### config.mk
export PLATFORM = sky130hd
export DESIGN_NAME = regfile_dump_flat
export DESIGN_NICKNAME = d
export VERILOG_FILES = /design/src/rtl/regfile_dump_pkg.sv /design/src/rtl/regfile_dump_if.sv /design/src/rtl/regfile_dump.sv /design/src/flat_wrapper.sv
export SDC_FILE = /design/constraint.sdc
export NUM_CORES = 1
export LEC_CHECK = 0
export CORE_MARGIN = 2
export CORE_UTILIZATION = 44
export DETAILED_ROUTE_END_ITERATION = 12
export PLACE_DENSITY = 0.79
export SLEW_MARGIN = 20
export SYNTH_ARGS = -nofsm -noshare
export SYNTH_HDL_FRONTEND = slang
export SYNTH_SLANG_ARGS = --single-unit
### constraint.sdc
create_clock -name clk -period 2 [get_ports clk]
set_input_delay 0.2 -clock clk [delete_from_list [all_inputs] [get_ports clk]]
set_output_delay 0.2 -clock clk [all_outputs]
set_load 0.005 [all_outputs]
### src/rtl/regfile_dump_pkg.sv
// regfile_dump shared constants and FSM state encoding.
// Optional checksum beat is enabled by REGDUMP_CHECKSUM_EN.
package regfile_dump_pkg;

    localparam int WIDTH   = 32;
    localparam int R_WIDTH = 5;
    localparam int REGSIZE = 32;

    typedef enum logic [2:0] {
        IDLE = 3'd0,
        HALT = 3'd1,
        READ = 3'd2,
        SEND = 3'd3,
        CSUM = 3'd4,
        FIN  = 3'd5
    } state_t;

endpackage

### src/rtl/regfile_dump_if.sv
// regfile_dump output stream: valid/ready with data, index, last.
// Master drives the beat, slave returns ready.
interface regfile_dump_if
    import regfile_dump_pkg::*;
#(
    parameter int W  = regfile_dump_pkg::WIDTH,
    parameter int RW = regfile_dump_pkg::R_WIDTH
) ();

    logic          out_valid;
    logic          out_ready;
    logic [W-1:0]  out_data;
    logic [RW-1:0] out_idx;
    logic          out_last;

    modport master (
        output out_valid,
        output out_data,
        output out_idx,
        output out_last,
        input  out_ready
    );

    modport slave (
        input  out_valid,
        input  out_data,
        input  out_idx,
        input  out_last,
        output out_ready
    );

endinterface

### src/rtl/regfile_dump.sv
// Register file debug dump: stall CPU, walk index range, stream words.
// REGDUMP_CHECKSUM_EN appends an XOR checksum beat with all-ones index.
module regfile_dump
    import regfile_dump_pkg::*;
#(
    parameter int WIDTH   = regfile_dump_pkg::WIDTH,
    parameter int R_WIDTH = regfile_dump_pkg::R_WIDTH,
    parameter int REGSIZE = regfile_dump_pkg::REGSIZE
) (
    input  logic               clk,
    input  logic               rst_n,
    input  logic               start,
    input  logic [R_WIDTH-1:0] first_reg,
    input  logic [R_WIDTH-1:0] last_reg,
    output logic               stall_req,
    input  logic               stall_ack,
    output logic [R_WIDTH-1:0] rd_reg,
    input  logic [WIDTH-1:0]   rd_data,
    regfile_dump_if.master     out,
    output logic               busy,
    output logic               done,
    output logic               range_err
);

    localparam logic [R_WIDTH:0] MAX_IDX = (R_WIDTH+1)'(REGSIZE - 1);

    state_t             state;
    state_t             state_n;
    logic [R_WIDTH-1:0] idx;
    logic [R_WIDTH-1:0] lo;
    logic [R_WIDTH-1:0] hi;
    logic               bad;
    logic               hs;
    logic               at_last;
`ifdef REGDUMP_CHECKSUM_EN
    logic [WIDTH-1:0]   acc;
`endif

    assign bad = (first_reg > last_reg)
              || ({1'b0, last_reg} > MAX_IDX);
    assign hs      = out.out_valid && out.out_ready;
    assign at_last = (idx == hi);

    assign busy      = (state != IDLE);
    assign stall_req = (state != IDLE);
    assign rd_reg    = idx;
    assign out.out_valid = (state == SEND) || (state == CSUM);
`ifdef REGDUMP_CHECKSUM_EN
    assign out.out_last = (state == CSUM);
`else
    assign out.out_last = (state == SEND) && at_last;
`endif

    // State register; reset aborts any dump in progress.
    always_ff @(posedge clk or negedge rst_n) begin
        if (!rst_n) state <= IDLE;
        else        state <= state_n;
    end

    // Next-state decode.
    always_comb begin
        state_n = state;
        unique case (state)
            IDLE: if (start && !bad) state_n = HALT;
            HALT: if (stall_ack) state_n = READ;
            READ: state_n = SEND;
            SEND: begin
                if (hs) begin
`ifdef REGDUMP_CHECKSUM_EN
                    state_n = at_last ? CSUM : READ;
`else
                    state_n = at_last ? FIN : READ;
`endif
                end
            end
            CSUM: if (hs) state_n = FIN;
            FIN:  state_n = IDLE;
            default: state_n = IDLE;
        endcase
    end

    // Range latch, index walk, beat capture and done/error flags.
    always_ff @(posedge clk or negedge rst_n) begin
        if (!rst_n) begin
            idx          <= '0;
            lo           <= '0;
            hi           <= '0;
            out.out_data <= '0;
            out.out_idx  <= '0;
            done         <= 1'b0;
            range_err    <= 1'b0;
`ifdef REGDUMP_CHECKSUM_EN
            acc          <= '0;
`endif
        end else begin
            done <= 1'b0;
            unique case (state)
                IDLE: begin
                    if (start) begin
                        lo        <= first_reg;
                        hi        <= last_reg;
                        range_err <= bad;
                        done      <= bad;
`ifdef REGDUMP_CHECKSUM_EN
                        acc       <= '0;
`endif
                    end
                end
                HALT: if (stall_ack) idx <= lo;
                READ: begin
                    out.out_data <= rd_data;
                    out.out_idx  <= idx;
`ifdef REGDUMP_CHECKSUM_EN
                    acc          <= acc ^ rd_data;
`endif
                end
                SEND: begin
                    if (hs) begin
                        if (at_last) begin
`ifdef REGDUMP_CHECKSUM_EN
                            out.out_data <= acc;
                            out.out_idx  <= '1;
`else
                            done <= 1'b1;
`endif
                        end else begin
                            idx <= idx + 1'b1;
                        end
                    end
                end
                CSUM: if (hs) done <= 1'b1;
                default: ;
            endcase
        end
    end

endmodule

### src/flat_wrapper.sv
// flat-port wrapper written by rule: the top's interface ports become plain ports
module regfile_dump_flat import regfile_dump_pkg::*;
#(
    parameter int WIDTH   = regfile_dump_pkg::WIDTH,
    parameter int R_WIDTH = regfile_dump_pkg::R_WIDTH,
    parameter int REGSIZE = regfile_dump_pkg::REGSIZE
)
  (clk, rst_n, start, first_reg, last_reg, stall_req, stall_ack, rd_reg, rd_data, busy, done, range_err, out_out_valid, out_out_data, out_out_idx, out_out_last, out_out_ready);
  regfile_dump_if out_i ();
  input  logic clk;
  input  logic rst_n;
  input  logic start;
  input  logic [R_WIDTH-1:0] first_reg;
  input  logic [R_WIDTH-1:0] last_reg;
  output logic stall_req;
  input  logic stall_ack;
  output logic [R_WIDTH-1:0] rd_reg;
  input  logic [WIDTH-1:0] rd_data;
  output logic busy;
  output logic done;
  output logic range_err;
  output wire logic [$bits(out_i.out_valid)-1:0] out_out_valid;
  output wire logic [$bits(out_i.out_data)-1:0] out_out_data;
  output wire logic [$bits(out_i.out_idx)-1:0] out_out_idx;
  output wire logic [$bits(out_i.out_last)-1:0] out_out_last;
  input wire logic [$bits(out_i.out_ready)-1:0] out_out_ready;
  assign out_out_valid = out_i.out_valid;
  assign out_out_data = out_i.out_data;
  assign out_out_idx = out_i.out_idx;
  assign out_out_last = out_i.out_last;
  assign out_i.out_ready = out_out_ready;
  regfile_dump #(.WIDTH(WIDTH), .R_WIDTH(R_WIDTH), .REGSIZE(REGSIZE)) u_core (.clk(clk), .rst_n(rst_n), .start(start), .first_reg(first_reg), .last_reg(last_reg), .stall_req(stall_req), .stall_ack(stall_ack), .rd_reg(rd_reg), .rd_data(rd_data), .out(out_i), .busy(busy), .done(done), .range_err(range_err));
endmodule
==> flow_metrics.env, run 1 <==
export IMPL_grt_pass1_wl_mm=9.45
export IMPL_die_h_um=81.1
export IMPL_viasPerCell=5.03
export IMPL_critPathLaunchType="flip-flop"
export IMPL_dp_cells=370
export IMPL_fin_setup_tns_ns=0
export IMPL_first_global_vias=1984
export IMPL_synth_edf_count=0
export IMPL_fillers=469
export IMPL_io_buffers=94
export IMPL_die_x_um=81.1
export IMPL_rsz0062_at_grt="false"
export IMPL_layout_common_cells="clkdlybuf4s50_1 (92), dfrtp_1 (54), mux2_2 (44)"
export IMPL_cp_data_required_time_ns=1.80
export IMPL_area_delta_synth_final_pct=50.3
export IMPL_max_slew_worst_pin_slew_ns=0.519
export IMPL_largest_register="u_core.out.out_data"
export IMPL_synth_async_reset_ratio_pct=100
export IMPL_status="completed"
export IMPL_crit_type="flip-flop to output port"
export IMPL_path_clk_slew_ns=0.08
export IMPL_fin_ws_ns=0.0542
export IMPL_p_clk_share_pct=17.0
export IMPL_grtUsageTotal_pct=19.3
export IMPL_drcViolationCount=0
export IMPL_comb_power_share_pct=49.6
export IMPL_maxSlewHeadroom_pct=65.4
export IMPL_finalSetupViolations=0
export IMPL_io_pins=95
export IMPL_synth_area_per_cell_sq_um=13.3
export IMPL_overflow=0
export IMPL_dieArea_sq_um=6580
export IMPL_hold_viol=0
export IMPL_finalMaxSlewViolations=0
export IMPL_netlist_instances=197
export IMPL_peakVddDrop_uv=846
export IMPL_dr_pass1_iters=4
export IMPL_period_minus_slack_ns=1.95
export IMPL_crit_start="u_core.state[2]"
export IMPL_finalHoldWorstSlack_ns=0.383
export IMPL_largest_reg_flops=32
export IMPL_ctsHtreeMaxLevel=3
export IMPL_clock_root_buffer="clkbuf_8"
export IMPL_routedWlPerCell_um=15.5
export IMPL_switchingPower_mw=1.97
export IMPL_drv_cap=0
export IMPL_coreArea_sq_um=5820
export IMPL_r2r_start="u_core.hi[4]"
export IMPL_synth_nets=250
export IMPL_end_kind="output port"
export IMPL_fin_nets=361
export IMPL_antenna_left=0
export IMPL_wirelength_mm=6.02
export IMPL_synth_area_leaders="dfrtp_1 (55%), mux2_2 (19%), ha_1 (2.9%)"
export IMPL_yosysTopAreaCell="dfrtp_1"
export IMPL_synth_seq_cells=57
export IMPL_clk_latency_ns=0.33
export IMPL_crit_fanout=7
export IMPL_pwr_share_seq_pct=33.4
export IMPL_clock_sinks=57
export IMPL_fin_crit_sh_pct=97.3
export IMPL_ys_types=39
export IMPL_diodes=0
export IMPL_start_util_pct=45.0
export IMPL_ys_seq_area_share_pct=54.5
export IMPL_route_vias_total=1953
export IMPL_fin_skew_ns=0.0129
export IMPL_synth_main_ff_cell="dfrtp_1"
export IMPL_hold_path_class="input port to async pin"
export IMPL_powerDensity_nw_per_um2=1600
export IMPL_fmax_mhz=514
export IMPL_dp_hpwl_mm=4.47
export IMPL_netlist_area_sq_um=2620
export IMPL_grt_max_degree=38
export IMPL_p_int_mw=4.31
export IMPL_cp_arrival_ns=1.75
export IMPL_dpl_worst_slack_ns=0.115
export IMPL_final_common_cell="clkdlybuf4s50_1"
export IMPL_drive_gt1_share_pct=27.5
export IMPL_cts_made_buffers=9
export IMPL_clock_path_buffers=2
export IMPL_antenna_found_initial=0
export IMPL_place_congestion=0.873
export IMPL_final_cell_count_no_fill=388
export IMPL_rows=28
export IMPL_tritoncts="built"
export IMPL_design_area_sq_um=3930
export IMPL_place_area_sq_um=3700
export IMPL_netSwitchingFraction_pct=31.4
export IMPL_first_iter_violations=71
export IMPL_power_static_leakage_nw=1.69
export IMPL_synth_top_area_share_pct=54.5
export IMPL_yosys_warnings=0
==> path summary, 6_finish.rpt <==
kind,to,slack (ns),cells past startpoint
max,out_out_valid,0.05,4
min,u_core.out.out_data[19],0.38,2
max reg2reg,u_core.rd_reg[1],0.28,5
min reg2reg,u_core.lo[2],0.50,1
max in group asynchronous,u_core.out.out_data[25],1.04,3
min in group clk,u_core.out.out_data[17],0.47,2
==> power groups by stage <==
stage	Clock (mW)	Sequential [mW]	Combinational, mW
3_3_place_gp	0	2.09	3.02
2_1_floorplan	0	2.11	1.58
3_5_place_dp	0	2.12	3.09
6_report	1.07	2.10	3.11
5_1_grt	1.15	2.18	3.37
4_1_cts	1.08	2.11	3.15
==> area by class of cell <==
cell class / instances / area, sq um / share of cell area (%)
multi-input cells: 120 / 1080 / 27.6
inverters: 11 / 41.3 / 1.05
flip-flops and latches: 57 / 1430 / 36.4
clock inverters: 5 / 55.1 / 1.40
repair buffers: 109 / 1090 / 27.6
clock buffers: 11 / 141 / 3.60
well taps: 75 / 93.8 / 2.39
==> what timing repair did <==
action / in CTS / in global routing
resized for setup: 5 / 1
hold endpoints to repair: 21 / 0
hold buffers: 1 / 0
setup endpoints to repair: 2 / 1
buffers inserted: 1 / 0
==> critical path: stages (launching register included) <==
cell and delay (ns):
dfrtp_2 0.45, nand3b_1 0.21, buf_4 0.19, nand2_1 0.08, clkdlybuf4s50_1 0.49
==> cells in the mapped netlist, types with 2 or more instances <==
| library cell | instances |
|---|---|
| buf_4 | 4 |
| a21oi_1 | 7 |
| xnor2_1 | 3 |
| a2bb2oi_1 | 2 |
| nand2b_1 | 2 |
| mux2_2 | 44 |
| xor2_1 | 2 |
| nor2_1 | 5 |
| nand3_1 | 5 |
| ha_1 | 6 |
| o311ai_0 | 2 |
| buf_6 | 3 |
| inv_1 | 11 |
| dfrtp_1 | 57 |
| nand2_1 | 8 |
| mux2i_1 | 2 |
| o2bb2ai_1 | 4 |
| nor3_1 | 3 |
| o311a_2 | 2 |
| o21ai_0 | 2 |
| mux2_1 | 5 |
==> through the flow <==
stage	power, mW	utilization (%)
2_1_floorplan	3.69	-
3_3_place_gp	5.11	63.7
3_5_place_dp	5.21	63.7
4_1_cts	6.34	67.6
5_1_grt	6.70	67.6
6_report	6.28	67.6
==> logic make-up after synthesis <==
kind of cell,Yosys count,share of synthesized area (%)
fa+ha+maj,6,2.87
mux,52,22.4
xor+xnor,5,1.67
simple gates,32,6.36
compound gates,25,7.41
buf+inv,20,4.73
flops,57,54.5
==> metal layers <==
layer	vias to the layer above	routed length [um]	GRT usage, %
met5	-	0	0
met4	0	121	9.66
met3	9	236	4.00
met2	50	3100	31.9
met1	966	2560	24.0
li1	928	-	-
No activity file was read; power rests on OpenSTA's default activity.
==> run 2: changes to the inputs <==
- CELL_PAD_IN_SITES_DETAIL_PLACEMENT: unset -> 1
- CELL_PAD_IN_SITES_GLOBAL_PLACEMENT: unset -> 1
- CORE_UTILIZATION: 44 -> 35
- PLACE_DENSITY: 0.79 -> unset
- PLACE_DENSITY_LB_ADDON: unset -> 0.1
==> flow_metrics.env, run 2 (synthesized netlist as in run 1, its figures left out) <==
export IMPL_clock_sinks=57
export IMPL_antenna_left=0
export IMPL_viasPerCell=4.87
export IMPL_crit_chain="nand3b_1 -> buf_4 -> nand2_1 -> clkdlybuf4s50_1"
export IMPL_post_route_util_pct=54.6
export IMPL_crit_type="flip-flop to output port"
export IMPL_dp_hpwl_mm=4.54
export IMPL_drv_cap=0
export IMPL_hold_viol=0
export IMPL_dr_pass1_iters=4
export IMPL_grt_max_degree=58
export IMPL_max_slew_worst_pin_slew_ns=0.457
export IMPL_rows=31
export IMPL_fin_skew_ns=0.00864
export IMPL_route_vias_total=2022
export IMPL_largest_reg_flops=32
export IMPL_area_delta_synth_final_pct=51.5
export IMPL_clk_latency_ns=0.33
export IMPL_place_area_sq_um=3710
export IMPL_slowest_stage="clkdlybuf4s50_1"
export IMPL_overflow=0
export IMPL_drcViolationCount=0
export IMPL_hold_path_class="input port to async pin"
export IMPL_power_static_leakage_nw=1.70
export IMPL_peakVddDrop_uv=604
export IMPL_dieArea_sq_um=8180
export IMPL_end_kind="output port"
export IMPL_clock_path_buffers=2
export IMPL_cts_made_buffers=9
export IMPL_fmax_mhz=528
export IMPL_fin_crit_sh_pct=94.7
export IMPL_fin_setup_tns_ns=0
export IMPL_final_common_cell="clkdlybuf4s50_1"
export IMPL_tritoncts="built"
export IMPL_design_area_sq_um=3960
export IMPL_largest_register="u_core.out.out_data"
export IMPL_powerDensity_nw_per_um2=1590
export IMPL_drive_gt1_share_pct=27.8
export IMPL_die_h_um=90.5
export IMPL_rsz0062_at_grt="false"
export IMPL_period_minus_slack_ns=1.89
export IMPL_start_util_pct=36.1
export IMPL_finalMaxSlewViolations=0
export IMPL_cp_arrival_ns=1.69
export IMPL_finalSetupViolations=0
export IMPL_first_iter_violations=62
export IMPL_first_global_vias=2213
export IMPL_crit_fanout=7
export IMPL_ctsHtreeMaxLevel=3
export IMPL_wirelength_mm=6.40
export IMPL_grtUsageTotal_pct=16.8
export IMPL_cp_data_required_time_ns=1.80
export IMPL_grt_pass1_wl_mm=11.0
export IMPL_coreArea_sq_um=7250
export IMPL_cp_top_family="buffers and inverters"
export IMPL_maxSlewHeadroom_pct=69.4
export IMPL_crit_buf_inv=2
export IMPL_routedWlPerCell_um=15.4
export IMPL_finalHoldWorstSlack_ns=0.406
export IMPL_die_x_um=90.5
export IMPL_antenna_found_initial=0
export IMPL_critPathLaunchType="flip-flop"
export IMPL_layout_common_cells="clkdlybuf4s50_1 (92), dfrtp_1 (54), mux2_2 (44)"
export IMPL_status="completed"
export IMPL_path_clk_slew_ns=0.07
export IMPL_fin_nets=364
export IMPL_power_mw=6.32
export IMPL_io_pins=95
export IMPL_slowest_delay_ns=0.50
export IMPL_diodes=0
export IMPL_clock_root_buffer="clkbuf_8"
export IMPL_io_buffers=94
export IMPL_place_congestion=0.782
run 2: cell types whose count changed in the layout (fill, tap and decap cells not counted), sizes merged:
cell	previous run	this run
buf	15	18
clkinv	2	3
clkinvlp	2	1
run 2: timing repair:
item,4_1_cts,5_1_grt
resized for setup,5,1
hold endpoints to repair,57,0
hold buffers,1,0
setup buffers,0,5
setup endpoints to repair,2,1
run 2: routing by layer:
| metal | routed length, um | GRT usage, % | part of all wire (%) |
|---|---|---|---|
| met1 | 2900 | 21.8 | 45 |
| met2 | 2930 | 25.5 | 46 |
| met3 | 468 | 6.76 | 7.3 |
| met4 | 97 | 5.77 | 1.5 |
| met5 | 0 | 0 | 0 |
run 2: final timing paths:
| check | startpoint | to | slack (ns) | cells past startpoint |
|---|---|---|---|---|
| min reg2reg | u_core.lo[1] | u_core.lo[1] | 0.50 | 1 |
| min | rst_n | u_core.range_err | 0.41 | 3 |
| max | u_core.state[2] | out_out_valid | 0.11 | 4 |
| max reg2reg | u_core.state[1] | u_core.rd_reg[1] | 0.21 | 5 |
| min in group clk | rd_data[29] | u_core.out.out_data[29] | 0.48 | 2 |
| max in group asynchronous | rst_n | u_core.rd_reg[3] | 1.32 | 3 |
run 2: report_power, final:
group          total, mW  internal (mW)  switching, mW  leakage (nW)
combinational       3.18           1.99           1.19         0.932
sequential          2.11           1.74          0.367         0.676
clock               1.03          0.574          0.459        0.0933
total               6.32           4.30           2.02          1.70
run 2: layout make-up:
cell class	count	area [sq um]
Tap cell	99	124
Inverter	11	41.3
Clock buffer	11	131
Fill cell	768	3290
Timing Repair Buffer	112	1100
Sequential cell	57	1430
Clock inverter	5	56.3
Multi-Input combinational cell	120	1080
run 2: worst min-delay path, delay by kind of cell:
| kind | cells | cell delay [ns] |
|---|---|---|
| buffers and inverters | 3 | 0.92 |
run 2: metrics by stage:
stage	worst slack, ns	cells
final	0.105	415
after global routing	0.00644	415
after CTS	0.0325	410
after detailed placement	0.110	393
after global placement	0.168	393
after floorplan	0.337	197
==> run 3: changes to the inputs <==
- CORE_UTILIZATION: 35 -> 31
- clock period: 2 -> 1.55 ns (I/O delays scaled with it)
==> flow_metrics.env, run 3 (synthesized netlist as in run 1, its figures left out) <==
export IMPL_status="finished, violations left"
export IMPL_violations="negative setup slack"
export IMPL_dpl_worst_slack_ns=-0.267
export IMPL_fin_nets=396
export IMPL_crit_fanout=6
export IMPL_slowest_delay_ns=0.42
export IMPL_fillers=821
export IMPL_clock_path_buffers=2
export IMPL_largest_register="u_core.out.out_data"
export IMPL_fmax_mhz=580
export IMPL_overflow=0
export IMPL_powerDensity_nw_per_um2=2270
export IMPL_max_slew_worst_pin_slew_ns=0.570
export IMPL_antenna_left=0
export IMPL_ctsHtreeMaxLevel=3
export IMPL_start_util_pct=31.8
export IMPL_drive_gt1_share_pct=41.7
export IMPL_dieArea_sq_um=9190
export IMPL_hold_viol=0
export IMPL_routedWlPerCell_um=17.6
export IMPL_place_area_sq_um=3870
export IMPL_drv_cap=0
export IMPL_clk_latency_ns=0.34
export IMPL_drcViolationCount=0
export IMPL_fin_skew_ns=0.0109
export IMPL_cts_made_buffers=9
export IMPL_largest_reg_flops=32
export IMPL_die_h_um=95.9
export IMPL_coreArea_sq_um=8220
export IMPL_critPathLaunchType="flip-flop"
export IMPL_finalMaxSlewViolations=0
export IMPL_dp_hpwl_mm=5.03
export IMPL_fin_ws_ns=-0.174
export IMPL_peakVddDrop_uv=897
export IMPL_maxSlewHeadroom_pct=62.0
export IMPL_slowest_stage="dfrtp_1"
export IMPL_layout_common_cells="clkdlybuf4s50_1 (84), dfrtp_1 (57), mux2_4 (48)"
export IMPL_rows=33
export IMPL_clock_root_buffer="clkbuf_8"
export IMPL_final_common_cell="clkdlybuf4s50_1"
export IMPL_power_static_leakage_nw=2.19
export IMPL_crit_chain="xor2_2 -> or2_4 -> buf_6 -> o31a_4 -> mux2_4"
export IMPL_hold_path_class="input port to async pin"
export IMPL_wirelength_mm=7.99
export IMPL_grt_pass1_wl_mm=11.5
export IMPL_io_buffers=94
export IMPL_path_clk_slew_ns=0.08
export IMPL_grt_max_degree=23
export IMPL_post_route_util_pct=58.1
export IMPL_diodes=0
export IMPL_cp_arrival_ns=1.94
export IMPL_first_global_vias=2234
export IMPL_viasPerCell=4.69
export IMPL_area_delta_synth_final_pct=82.5
export IMPL_multiInputGateArea_sq_um=1380
export IMPL_first_iter_violations=76
export IMPL_place_congestion=0.720
export IMPL_finalSetupViolations=21
export IMPL_crit_type="flip-flop to flip-flop"
export IMPL_rsz0062_at_grt="true"
export IMPL_grtUsageTotal_pct=17.0
export IMPL_dr_pass1_iters=4
export IMPL_clock_sinks=57
export IMPL_cp_data_required_time_ns=1.77
export IMPL_io_pins=95
export IMPL_route_vias_total=2126
export IMPL_fin_crit_sh_pct=111
export IMPL_die_x_um=95.9
export IMPL_final_seq_area_sq_um=1430
export IMPL_end_kind="flip-flop"
export IMPL_design_area_sq_um=4770
export IMPL_tritoncts="built"
export IMPL_power_mw=10.9
export IMPL_period_minus_slack_ns=1.72
export IMPL_antenna_found_initial=0
run 3: critical path: cells and delay by family, from the launching register on:
| kind | cells | cell delay [ns] |
|---|---|---|
| DFF | 1 | 0.42 |
| muxes | 1 | 0.29 |
| buffers and inverters | 1 | 0.13 |
| xor gates and xnor gates | 1 | 0.20 |
| AOI/OAI and AO/OA | 1 | 0.29 |
| and+or+nand+nor | 1 | 0.27 |
run 3: layout make-up:
type | count | area share [%]
Clock buffer | 11 | 3.17
Clock inverter | 5 | 2.62
Inverter | 11 | 0.865
Multi-Input combinational cell | 120 | 28.9
Sequential cell | 57 | 29.9
Tap cell | 105 | 2.75
Timing Repair Buffer | 144 | 31.8
run 3: final timing paths:
path	start	end	slack (ns)	depth (start not counted)
max reg2reg	u_core.rd_reg[1]	u_core.rd_reg[1]	-0.17	5
max in group asynchronous	rst_n	u_core.rd_reg[2]	0.70	3
min in group clk	rd_data[22]	u_core.out.out_data[22]	0.43	2
min	rst_n	u_core.out.out_data[18]	0.34	2
max	u_core.rd_reg[1]	u_core.rd_reg[1]	-0.17	5
min reg2reg	u_core.out.out_data[4]	u_core.out.out_data[4]	0.51	1
run 3: where the power goes:
part           internal [mW]  switching (mW)
Sequential              2.24           0.503
Clock                   1.32           0.631
Combinational           4.06            2.11
Total                   7.62            3.24
run 3: what timing repair did:
| action | 4_1_cts | 5_1_grt |
|---|---|---|
| setup buffers | 12 | 5 |
| pin swaps | 7 | 11 |
| endpoints found under the setup margin | 57 | 60 |
| resized for setup | 49 | 67 |
| hold endpoints to repair | 20 | 0 |
| hold buffers | 1 | 0 |
| gates cloned | 3 | 4 |
run 3: layer usage:
| layer | routed length (um) | up-vias | part of all wire [%] | track usage [%] |
|---|---|---|---|---|
| li1 | - | 995 | - | - |
| met1 | 3550 | 1058 | 44 | 21.4 |
| met2 | 3960 | 65 | 50 | 28.0 |
| met3 | 425 | 8 | 5.3 | 5.40 |
| met4 | 52 | 0 | 0.65 | 5.00 |
| met5 | 0 | - | 0 | 0 |
run 3: metrics by stage:
stage | hold WS [ns] | std cells | TNS, ns
after floorplan | -0.141 | 197 | -0.428
after global placement | 0.183 | 414 | -1.57
after detailed placement | 0.181 | 414 | -2.74
after CTS | 0.353 | 446 | -1.56
after global routing | 0.376 | 453 | -4.22
final | 0.342 | 453 | -1.70
